File: config.mk
export PLATFORM = sky130hd
export DESIGN_NAME = tone_period_meter
export DESIGN_NICKNAME = d
export VERILOG_FILES = /design/src/rtl/tone_pkg.sv /design/src/rtl/tone_period_meter_edge_sync.sv /design/src/rtl/tone_period_meter.sv
export SDC_FILE = /design/constraint.sdc
export NUM_CORES = 1
export LEC_CHECK = 0
export BUFFER_PORTS_ARGS = -buffer_cell sky130_fd_sc_hd__clkbuf_2
export CORE_ASPECT_RATIO = 2
export CORE_MARGIN = 4
export CORE_UTILIZATION = 40
export DETAILED_ROUTE_END_ITERATION = 6
export PLACE_DENSITY_LB_ADDON = 0.25
export SLEW_MARGIN = 25
export SYNTH_ARGS = -nofsm -noshare
export SYNTH_HDL_FRONTEND = slang
export SYNTH_SLANG_ARGS = --single-unit
File: constraint.sdc
create_clock -name clk -period 4.55 [get_ports clk]
set_input_delay 0.455 -clock clk [delete_from_list [all_inputs] [get_ports clk]]
set_output_delay 0.455 -clock clk [all_outputs]
set_load 0.01 [all_outputs]
File: src/rtl/tone_pkg.sv
`default_nettype none
// ============================================================================
//  Module      : tone_pkg
//  Description : Shared definitions for the tone period meter. Holds the
//                default preset width, the measurement state encoding and a
//                helper that sizes the half-period counter from the timeout.
//  Revision    : 1.0  initial release
// ============================================================================
package tone_pkg;

    localparam int c_DEFAULT_PRESET_W = 8;

    typedef enum logic [1:0] {
        IDLE   = 2'd0,
        FIRST  = 2'd1,
        CHECK  = 2'd2,
        LOCKED = 2'd3
    } tone_state_e;

    // Counter must be able to hold the value TIMEOUT itself (saturation point).
    function automatic int cnt_width(input int timeout);
        return $clog2(timeout + 1);
    endfunction

endpackage
`default_nettype wire

File: src/rtl/tone_period_meter_edge_sync.sv
`default_nettype none
// ============================================================================
//  Module      : edge_sync
//  Description : Synchronises the incoming tone through SYNC_STAGES flops and
//                flags every level change (rising or falling) as a one-cycle
//                edge strobe.
//  Ports       : clk     system clock
//                rst     synchronous active-high reset
//                i_tone  asynchronous square wave
//                o_edge  high for one cycle after each synchronised toggle
//  Revision    : 1.0  initial release
// ============================================================================
module edge_sync #(
    parameter int SYNC_STAGES = 2
) (
    input  logic clk,
    input  logic rst,
    input  logic i_tone,
    output logic o_edge
);

    logic [SYNC_STAGES-1:0] r_sync;
    logic                   r_tone_d;
    logic                   w_tone_s;

    generate
        if (SYNC_STAGES == 1) begin : g_single
            always_ff @(posedge clk) begin
                if (rst) r_sync <= '0;
                else     r_sync <= i_tone;
            end
        end else begin : g_multi
            always_ff @(posedge clk) begin
                if (rst) r_sync <= '0;
                else     r_sync <= {r_sync[SYNC_STAGES-2:0], i_tone};
            end
        end
    endgenerate

    assign w_tone_s = r_sync[SYNC_STAGES-1];

    always_ff @(posedge clk) begin
        if (rst) r_tone_d <= 1'b0;
        else     r_tone_d <= w_tone_s;
    end

    assign o_edge = w_tone_s ^ r_tone_d;

endmodule
`default_nettype wire

File: src/rtl/tone_period_meter.sv
`default_nettype none
// ============================================================================
//  Module      : tone_period_meter
//  Description : Measures the half-period of a square wave and recovers the
//                divider preset that produced it (half-period = preset + 1).
//                Locks after two consecutive matching half-periods and flags
//                loss of signal when no edge arrives for TIMEOUT cycles.
//  Ports       : clk           system clock
//                rst           synchronous active-high reset
//                tone_in       square wave under measurement
//                meas_preset   last locked preset (half-period - 1)
//                preset_valid  one-cycle pulse on each new lock
//                locked        high while consecutive half-periods match
//                silent        one-cycle pulse when signal is lost while locked
//  Revision    : 1.0  initial release
// ============================================================================
module tone_period_meter
    import tone_pkg::*;
#(
    parameter int PRESET_W    = c_DEFAULT_PRESET_W,
    parameter int SYNC_STAGES = 2,
    parameter int TIMEOUT     = 512
) (
    input  logic                clk,
    input  logic                rst,
    input  logic                tone_in,
    output logic [PRESET_W-1:0] meas_preset,
    output logic                preset_valid,
    output logic                locked,
    output logic                silent
);

    localparam int                 c_CNT_W   = cnt_width(TIMEOUT);
    localparam logic [c_CNT_W-1:0] c_TIMEOUT = c_CNT_W'(TIMEOUT);
    localparam logic [c_CNT_W-1:0] c_MAX_HP  = c_CNT_W'(2 ** PRESET_W);
    localparam logic [c_CNT_W-1:0] c_ONE     = c_CNT_W'(1);

    logic                w_edge;
    logic                w_in_range;
    logic                w_timeout;
    logic                w_match;
    logic [c_CNT_W-1:0]  r_hp_cnt;
    logic [c_CNT_W-1:0]  r_cand;
    tone_state_e         r_state;
    logic [PRESET_W-1:0] r_meas_preset;
    logic                r_preset_valid;
    logic                r_locked;
    logic                r_silent;

    edge_sync #(
        .SYNC_STAGES (SYNC_STAGES)
    ) u_edge_sync (
        .clk    (clk),
        .rst    (rst),
        .i_tone (tone_in),
        .o_edge (w_edge)
    );

    // r_hp_cnt in an edge cycle is the length of the interval just closed.
    assign w_in_range = (r_hp_cnt <= c_MAX_HP);
    assign w_timeout  = (r_hp_cnt == c_TIMEOUT);
    assign w_match    = (r_hp_cnt == r_cand);

    always_ff @(posedge clk) begin
        if (rst) begin
            r_hp_cnt       <= '0;
            r_cand         <= '0;
            r_state        <= IDLE;
            r_meas_preset  <= '0;
            r_preset_valid <= 1'b0;
            r_locked       <= 1'b0;
            r_silent       <= 1'b0;
        end else begin
            r_preset_valid <= 1'b0;
            r_silent       <= 1'b0;

            if (w_edge)          r_hp_cnt <= c_ONE;
            else if (!w_timeout) r_hp_cnt <= r_hp_cnt + c_ONE;

            // An edge takes precedence over a coincident timeout.
            if (w_edge) begin
                case (r_state)
                    IDLE: begin
                        r_state <= FIRST;
                    end
                    FIRST: begin
                        // The first interval after IDLE is partial; only its
                        // successor seeds the candidate.
                        if (w_in_range) begin
                            r_cand  <= r_hp_cnt;
                            r_state <= CHECK;
                        end
                    end
                    CHECK: begin
                        if (!w_in_range) begin
                            r_state <= FIRST;
                        end else if (w_match) begin
                            r_state        <= LOCKED;
                            r_locked       <= 1'b1;
                            r_meas_preset  <= PRESET_W'(r_hp_cnt - c_ONE);
                            r_preset_valid <= 1'b1;
                        end else begin
                            r_cand <= r_hp_cnt;
                        end
                    end
                    LOCKED: begin
                        // A mismatch (including out of range) reseeds the
                        // candidate; an out-of-range value is then rejected
                        // by CHECK on the following edge.
                        if (!w_match) begin
                            r_cand   <= r_hp_cnt;
                            r_state  <= CHECK;
                            r_locked <= 1'b0;
                        end
                    end
                    default: begin
                        r_state <= IDLE;
                    end
                endcase
            end else if (w_timeout) begin
                if (r_state == LOCKED) r_silent <= 1'b1;
                r_state  <= IDLE;
                r_locked <= 1'b0;
            end
        end
    end

    assign meas_preset  = r_meas_preset;
    assign preset_valid = r_preset_valid;
    assign locked       = r_locked;
    assign silent       = r_silent;

endmodule
`default_nettype wire

==> impl_metrics.tcl <==
set metrics [dict create \
    initialDrtViolationCount 23 \
    hold_path_class "in -> reg" \
    synth_top_cell_area_share_pct 39.32 \
    grt_pass1_wl_um 6437 \
    status "finished clean" \
    cts.root.buffer_cell "sky130_fd_sc_hd__clkbuf_8" \
    synth_sequential_area_ratio_pct 39.32 \
    synthesis_warnings 0 \
    static-leakage-power_nw 0.6705 \
    die_w_um 55.87 \
    grt_util_all_layers_pct 13.92 \
    worst_hold_startpoint "tone_in" \
    route.detailed.vias_per_inst 5.182 \
    final.fill_count 458 \
    yosys-top-cells-count "36 x sky130_fd_sc_hd__dfxtp_1, 21 x sky130_fd_sc_hd__nand2b_1, 17 x sky130_fd_sc_hd__nor2_1, 17 x sky130_fd_sc_hd__xnor2_1, 15 x sky130_fd_sc_hd__nand3_1" \
    synth_area_leaders "sky130_fd_sc_hd__dfxtp_1 39%, sky130_fd_sc_hd__xnor2_1 8.1%, sky130_fd_sc_hd__nand2b_1 7.2%" \
    layout_min_cycle_time_ns 2.434 \
    grt-ovfl-total 0 \
    antenna_found_initial 0 \
    worst_ep_required_time_ns 4.77 \
    holdWs_ns 0.3788 \
    final-setup-viol-count 0 \
    timing.setup.tns_ns 0 \
    rrSetupSlack_ns 2.12 \
    post_synth.cell_area_avg_sq_um 8.855 \
    finalCritPeriodShare_pct 53.49 \
    ctsHoldBuffers 0 \
    cts.sinks 36 \
    cts_made_buffers 5 \
    detailedPlacementHpwl_um 2752 \
    htree_levels 2 \
    unrepaired_setup_endpoints_after_global_routing "no" \
    hold-path-endpoint "u_edge_sync.r_sync[0]$_SDFF_PP0_" \
    multiInputGateArea_sq_um 988.4 \
    worst_hold_path.num_cells 2 \
    core_sq_mm 0.004382 \
    cell_with_the_largest_stage_delay_on_the_worst_path "sky130_fd_sc_hd__or4b_4" \
    drive_gt1_share_pct 11.43 \
    timing.critical_path.cells "inv_1 -> ha_1 -> or4b_4 -> o22ai_4 -> maj3_4 -> o211a_1 -> mux2i_1" \
    critical-path-max-stage-delay_ns 0.51 \
    numPortBuffers 13 \
    wl_per_cell_um 14.03 \
    syn-instance-count 207 \
    grt_max_degree 40 \
    number_of_synthesized_flops_with_an_enable_pin 0 \
    ys_ff_latch 36 \
    synth.cell_area_sq_mm 0.001833 \
    post-synth-top-count-cell "sky130_fd_sc_hd__dfxtp_1" \
    fin_worst_skew_ns 0.005318 \
    vias 1368 \
    tightestPinTransition_ns 0.6237 \
    globalplace.congestion 0.8467 \
    report.final.hold_viol_count 0 \
    crit_fanout 10 \
    maximum_operating_frequency_ghz 0.4109 \
    timing.critical_path.to_type "flip-flop" \
    ff2ff_path_depth 7 \
    yosys.cell_types.count 35 \
    max_slew_margin_pct 58.42 \
    post_cts_buffers 0 \
    asyncSetResetFlopFracSynth_pct 0 \
    slew_violations 0 \
    via_count_of_the_first_global_routing_pass 1355 \
    net_total_in_the_final_layout 214 \
    worst_ir_drop_vdd_mv 0.1398 \
    routed_wirelength_um 3705 \
    sequential_cell_area_sq_um 720.7 \
    tritoncts_clock_tree "built" \
    maxCapViolCount 0 \
    power_density_mw_per_mm2 321.2 \
    setup.worst_path.start_class "flip-flop" \
    synth.largest_area_cell "sky130_fd_sc_hd__dfxtp_1" \
    antenna_cells_inserted 0 \
    area_delta_synth_final_pct 6.416 \
    core.rowCount 34 \
    synth_nets 212 \
    clock_insertion_delay_worst_skew_ns 0.29 \
    io_pins 14 \
    design.die.area_sq_mm 0.005795 \
    critical_path.reg2reg.startpoint "r_hp_cnt[0]$_SDFFE_PP0P_" \
    drt_pre_antenna_iters 4 \
    clk_path_buf_depth 2 \
    post_cts_resize_count 0 \
    drt_drc_violations_left 0 \
    crit_type "reg -> reg" \
    path_clk_slew_ns 0.07 \
    number_of_nets_with_antenna_violations_after_routing 0 \
    worstReg2RegEnd "r_cand[3]$_SDFFE_PP0P_" \
    y_dimension_of_the_die_um 103.7 \
    starting_density_pct 41.83 \
    critical_path_arrival_ns 2.65 \
    synth_ff_type "sky130_fd_sc_hd__dfxtp_1" \
]
## state kept, by name, summed over array words and instances, names as in the netlist
signal,flops
r_state,2
u_edge_sync.r_sync,2
locked,1
meas_preset,8
r_hp_cnt,10
silent,1
preset_valid,1
r_cand,10
u_edge_sync.r_tone_d,1
## power by group
part           switching (mW)  total, mW  internal, mW
registers             0.00809      0.328         0.320
clock network           0.112      0.236         0.124
logic                  0.0370     0.0627        0.0257
## final cells by class
cell class / instances / area share (%)
well taps: 54 / 3.464
clock buffers: 8 / 4.618
repair buffers: 13 / 3.335
multi-input cells: 148 / 50.67
flip-flops and latches: 36 / 36.95
inverters: 5 / 0.9622
## per-stage QoR
stage                     power, mW  area, sq um  setup slack [ns]  std cells  utilization (%)
after floorplan              0.3858         1833             2.402        207                -
after global routing         0.6512         1951             1.938        264            44.52
after CTS                    0.6330         1951             2.082        264            44.52
final                        0.6265         1951             2.116        264            44.52
after detailed placement     0.3988         1861             2.097        256            42.46
after global placement       0.3978         1861             2.182        256            42.46
## critical path, delay by kind of cell (launching register included)
| kind | cells | cell delay, ns |
|---|---|---|
| adder cells (fa/ha/maj) | 2 | 0.43 |
| buffers and inverters | 1 | 0.12 |
| multiplexers | 1 | 0.24 |
| flip-flops | 1 | 0.39 |
| AND/OR/NAND/NOR | 1 | 0.51 |
| AO/OA/AOI/OAI | 2 | 0.67 |
## kinds of logic after synthesis
group / count (synthesis) / share of synthesized area [%]
XOR/XNOR: 25 / 11.95
flip-flops: 36 / 39.32
adder cells (fa/ha/maj): 3 / 2.116
AND/OR/NAND/NOR: 81 / 24.30
buffers and inverters: 23 / 6.757
multiplexers: 11 / 6.007
AO/OA/AOI/OAI: 28 / 9.556
## placed cells by master (no fill, tap or decap), drive strengths merged, types with 5 or more instances in the layout
cell type,count
a21oi,12
clkbuf,21
dfxtp,36
inv,5
mux2i,11
nand2,6
nand2b,21
nand3,15
nor2,17
o21ai,10
xnor2,17
xor2,8
## routing by layer
layer,track usage (%),up-vias,share of wire [%]
li1,-,694,-
met1,12.90,645,38
met2,27.71,22,57
met3,2.242,7,3.1
met4,6.961,0,2.3
met5,0,-,0
## worst max path at each step
stage | startpoint | to
after detailed placement | r_hp_cnt[0]$_SDFFE_PP0P_ | r_cand[1]$_SDFFE_PP0P_
after global placement | r_hp_cnt[0]$_SDFFE_PP0P_ | r_cand[2]$_SDFFE_PP0P_
after global routing | r_hp_cnt[0]$_SDFFE_PP0P_ | r_cand[1]$_SDFFE_PP0P_
after floorplan | r_hp_cnt[0]$_SDFFE_PP0P_ | r_cand[0]$_SDFFE_PP0P_
final | r_hp_cnt[0]$_SDFFE_PP0P_ | r_cand[3]$_SDFFE_PP0P_
after CTS | r_hp_cnt[0]$_SDFFE_PP0P_ | r_cand[3]$_SDFFE_PP0P_
Note: power is estimated with default switching activity, not from simulation.
